--- config.mk ---
export PLATFORM = sky130hd
export DESIGN_NAME = compensation_weight_loader
export DESIGN_NICKNAME = d
export VERILOG_FILES = /design/src/rtl/compensation_weight_loader.sv
export SDC_FILE = /design/constraint.sdc
export NUM_CORES = 1
export LEC_CHECK = 0
export CAP_MARGIN = 20
export CORE_UTILIZATION = 30
export CTS_BUF_LIST = sky130_fd_sc_hd__clkbuf_8 sky130_fd_sc_hd__clkbuf_16
export DETAILED_ROUTE_END_ITERATION = 16
export GPL_ROUTABILITY_DRIVEN = 0
export PLACE_DENSITY = 0.63
export SYNTH_ARGS = -nofsm -noshare
export SYNTH_HDL_FRONTEND = slang
export SYNTH_SLANG_ARGS = --single-unit
export TNS_END_PERCENT = 5
--- constraint.sdc ---
create_clock -name clk -period 1.5 [get_ports clk]
set_input_delay 0.3 -clock clk [delete_from_list [all_inputs] [get_ports clk]]
set_output_delay 0.3 -clock clk [all_outputs]
set_load 0.02 [all_outputs]
--- src/rtl/compensation_weight_loader.sv ---
// Streams ROWS words of per-column 3-bit compensation weights from memory into the CPE chain, bottom row first.
// Optional build macro COMP_WEIGHT_PARITY_EN adds per-weight even-parity checking and the parity_err output.
module compensation_weight_loader #(
  parameter int ROWS   = 8,
  parameter int COLS   = 8,
  parameter int ADDR_W = 8
) (
  input  logic                clk,
  input  logic                rst_n,
  input  logic                start,
  input  logic [ADDR_W-1:0]   base_addr,
  output logic                busy,
  output logic                done,
  output logic                mem_rd_en,
  output logic [ADDR_W-1:0]   mem_rd_addr,
`ifdef COMP_WEIGHT_PARITY_EN
  input  logic [COLS*4-1:0]   mem_rd_data,
`else
  input  logic [COLS*3-1:0]   mem_rd_data,
`endif
  output logic [COLS*3-1:0]   Compensation_Weight,
  output logic                Compensation_Weight_out_valid
`ifdef COMP_WEIGHT_PARITY_EN
  ,
  output logic                parity_err
`endif
);

  // state | meaning
  // IDLE  | waiting for start
  // READ  | issuing ROWS memory reads, top address first
  // DRAIN | 2 cycles while the last reads return and shift out
  // DONE  | one-cycle completion pulse; start ignored here

  localparam int CNT_W = (ROWS > 2) ? $clog2(ROWS) : 1;

  typedef enum logic [1:0] {IDLE, READ, DRAIN, DONE} state_t;

  state_t             state, state_nx;
  logic [CNT_W-1:0]   cnt, cnt_nx;
  logic               rd_en_q;
  logic               accept;
  logic [COLS*3-1:0]  weight_rd;
  logic               parity_bad;

  assign accept = (state == IDLE) && start;

`ifdef COMP_WEIGHT_PARITY_EN
  always_comb begin
    weight_rd  = '0;
    parity_bad = 1'b0;
    for (int c = 0; c < COLS; c++) begin
      weight_rd[3*c +: 3] = mem_rd_data[4*c +: 3];
      parity_bad          = parity_bad | (^mem_rd_data[4*c +: 4]);
    end
  end
`else
  always_comb begin
    weight_rd  = mem_rd_data;
    parity_bad = 1'b0;
  end
`endif

  always_comb begin
    state_nx = state;
    cnt_nx   = cnt;
    case (state)
      IDLE: begin
        if (start) begin
          state_nx = READ;
          cnt_nx   = CNT_W'(ROWS - 1);
        end
      end
      READ: begin
        if (cnt == '0) begin
          state_nx = DRAIN;
          cnt_nx   = CNT_W'(1);
        end else begin
          cnt_nx = cnt - 1'b1;
        end
      end
      DRAIN: begin
        if (cnt == '0) state_nx = DONE;
        else           cnt_nx   = cnt - 1'b1;
      end
      DONE:    state_nx = IDLE;
      default: state_nx = IDLE;
    endcase
  end

  always_ff @(posedge clk) begin
    if (!rst_n) begin
      state                         <= IDLE;
      cnt                           <= '0;
      busy                          <= 1'b0;
      done                          <= 1'b0;
      mem_rd_en                     <= 1'b0;
      mem_rd_addr                   <= '0;
      rd_en_q                       <= 1'b0;
      Compensation_Weight           <= '0;
      Compensation_Weight_out_valid <= 1'b0;
    end else begin
      state     <= state_nx;
      cnt       <= cnt_nx;
      busy      <= (state_nx != IDLE);
      done      <= (state_nx == DONE);
      mem_rd_en <= (state_nx == READ);
      // Bottom row goes first so it has been shifted furthest when the load ends.
      if (accept)              mem_rd_addr <= base_addr + ADDR_W'(ROWS - 1);
      else if (state == READ)  mem_rd_addr <= mem_rd_addr - 1'b1;
      rd_en_q                       <= mem_rd_en;
      Compensation_Weight_out_valid <= rd_en_q;
      Compensation_Weight           <= rd_en_q ? weight_rd : '0;
    end
  end

`ifdef COMP_WEIGHT_PARITY_EN
  always_ff @(posedge clk) begin
    if (!rst_n)                      parity_err <= 1'b0;
    else if (accept)                 parity_err <= 1'b0;
    else if (rd_en_q && parity_bad)  parity_err <= 1'b1;
  end
`endif

endmodule

==> flow_metrics.tcl <==
set metrics [dict create \
    fin_cells 344 \
    die_x_um 76.6 \
    async_flop_share 0 \
    h-tree-depth 2 \
    routed_wl_um 3840 \
    synth-edff-count 0 \
    crit_fanout 6 \
    clock_sinks 42 \
    synth_seq_cells 42 \
    grt_overflow 0 \
    hpwl_um 2840 \
    violations "setup timing" \
    relSlewSlack 0.806 \
    status "complete, but fails checks" \
    cts_tree "done" \
    rows 26 \
    min_period_ps 1510 \
    rsz0062_at_grt "true" \
    nets 316 \
    cap_violations 0 \
    end_kind "flop" \
    hold_viol 0 \
    start_util 0.319 \
    worst_slew_pin_slew_ps 289 \
    worstPathArrival_ps 1700 \
    synth_top_area_cell "dfxtp_1" \
    dr.pass1.iters 4 \
    dieArea_um2 5870 \
    antenna_found_initial 0 \
    period_share 1.01 \
    p_leak_nw 1.48 \
    root_buffer "clkbuf_8" \
    setup_viol 2 \
    seq_area_frac_synth 0.503 \
    regToRegSetupSlack_ps -10 \
    io_buffer_count 70 \
    rr_worst_depth 6 \
    crit_type "flop to flop" \
    p_per_area_nw_per_um2 1430 \
    synth.avg_cell_area_um2 9.55 \
    vias_per_cell 4.44 \
    synth_top_area_share 0.503 \
    grt_pass1_vias 1434 \
    ys_types 34 \
    area_growth_pct 65.5 \
    final.setup_skew_ps 3.61 \
    cts_buffers 5 \
    reg2reg_from "cnt[0]" \
    antenna_cells 0 \
    pin_count 71 \
    dp.cells 336 \
    clockBufferDepth 2 \
    synth_flop_cell "dfxtp_1" \
    clock_latency_ps 290 \
    drt_iter0_drc 38 \
    vias 1527 \
    fmax_mhz 661 \
    yosys_warnings 0 \
    track_usage 0.141 \
    postCtsHoldBufs 0 \
    grt_max_degree 25 \
    crit_start "cnt[0]" \
    hold_class "flop to flop" \
    die_h_um 76.6 \
    fin_ws_ps -12.9 \
    slew_violations 0 \
    clk_pin_slew_ps 80 \
    synthCells 175 \
    grt_pass1_wl_um 6550 \
    vdd_drop_max_mv 0.526 \
    crit_end "cnt[1]" \
    place_ws_ps -169 \
    cp-start-kind "flop" \
    core-area_um2 5240 \
    power.total_mw 3.97 \
    wire_per_inst_um 11.2 \
    drc 0 \
    netlist_area_um2 1670 \
    synth_area_leaders "dfxtp_1 (50%), and3_1 (9.0%), ha_1 (6.0%)" \
    required_ps 1680 \
    synth_nets 218 \
    drtAntennaViolNets 0 \
    drive_gt1_frac 0.182 \
    setup_tns_ps -15.2 \
    reg2reg_to "cnt[1]" \
]
==> routing by layer <==
metal,track usage,vias up,part of all wire
met5,0,-,0
met4,0.0596,0,0.019
met3,0.0467,7,0.065
met2,0.223,63,0.42
met1,0.175,661,0.49
li1,-,796,-
==> cells in the mapped netlist (2+ instances only) <==
cell,instances
ha_1,8
and3_1,24
a211oi_1,4
xor2_1,3
o21ai_0,11
nand2_1,5
a21oi_1,8
clkbuf_1,5
nor3_1,6
inv_1,14
buf_2,2
dfxtp_1,42
nor2_1,10
nor2b_1,3
and2_1,3
nand3_1,2
nor4_1,2
xnor2_1,7
==> area by class of cell <==
| cell class | instances | area, um2 |
|---|---|---|
| multi-input combinational | 112 | 783 |
| fill | 519 | 2470 |
| sequential | 42 | 845 |
| timing repair buffer | 98 | 903 |
| tap | 70 | 87.6 |
| clock inverter | 2 | 12.5 |
| clock buffer | 6 | 82.6 |
| inverter | 14 | 52.6 |
==> logic make-up after synthesis <==
logic type               Yosys count  share of synthesized area
adder cells (fa/ha/maj)            8                     0.0599
flip-flops                        42                      0.503
AND/OR/NAND/NOR                   60                      0.205
buffers and inverters             21                     0.0487
AO/OA/AOI/OAI                     34                      0.131
XOR/XNOR                          10                     0.0524
==> state kept, by name (all words and copies together) (netlist names) <==
name and flops:
busy 1, cnt 3, state 2, done 1
mem_rd_en 1, rd_en_q 1, Compensation_Weight 24, mem_rd_addr 8
Compensation_Weight_out_valid 1
==> through the flow <==
| step | utilization | instance area, um2 | hold slack, ps |
|---|---|---|---|
| finish | 0.528 | 2770 | 477 |
| global route | 0.528 | 2770 | 519 |
| detailed placement | 0.506 | 2650 | 470 |
| CTS | 0.522 | 2730 | 485 |
| global placement | 0.506 | 2650 | 459 |
| floorplan | - | 1680 | 396 |
==> worst min path at each step <==
stage                 startpoint              to  slack [ps]  cells after the start
CTS                    mem_rd_en         rd_en_q         490                      1
detailed placement     mem_rd_en         rd_en_q         470                      1
finish                 mem_rd_en         rd_en_q         480                      1
global placement       mem_rd_en         rd_en_q         460                      1
global route           mem_rd_en         rd_en_q         520                      1
floorplan           base_addr[0]  mem_rd_addr[0]         400                      1
==> repair_timing <==
action	in CTS	in global routing
setup endpoints to repair	32	21
setup buffers	0	0
resized for setup	29	14
pin swaps	2	0
==> worst max-delay path, cell delays in order, from the launching register on <==
cell	delay [ps]
dfxtp_1	350
inv_1	70
ha_1	220
nand2b_1	200
a2bb2oi_2	220
o21ai_0	110
o221a_2	250
==> cells in the final DEF, fill, tap and decap left out, drive strengths merged <==
cell / synthesis / routed
inv: 14 / 14
o22ai: 1 / 1
a21oi: 8 / 8
a31oi: 1 / 1
nor2: 10 / 10
buf: 2 / 28
dlygate4sd2: 0 / 26
clkinvlp: 0 / 1
nand3: 2 / 2
o31a: 2 / 2
a31o: 1 / 1
o21a: 1 / 1
a2bb2oi: 1 / 1
or4: 1 / 1
and2: 3 / 3
nor3b: 1 / 1
nand2b: 1 / 1
xor2: 3 / 3
ha: 8 / 8
clkbuf: 5 / 6
clkdlybuf4s50: 0 / 34
o21bai: 1 / 1
nand2: 5 / 5
a32o: 1 / 1
o221a: 1 / 1
clkinv: 0 / 1
nor3: 6 / 6
or3b: 1 / 1
and3: 24 / 24
a211o: 1 / 1
o21ai: 11 / 11
a211oi: 4 / 4
dfxtp: 42 / 42
nor2b: 3 / 3
nor4: 3 / 3
dlymetal6s2s: 0 / 10
xnor2: 7 / 7
==> power breakdown <==
group | total [mW] | internal, mW | switching [mW] | leakage [nW]
Combinational | 1.79 | 0.858 | 0.928 | 1.09
Sequential | 1.44 | 1.32 | 0.116 | 0.344
Clock | 0.741 | 0.370 | 0.372 | 0.0472
Power figures use the tool's default switching activity.
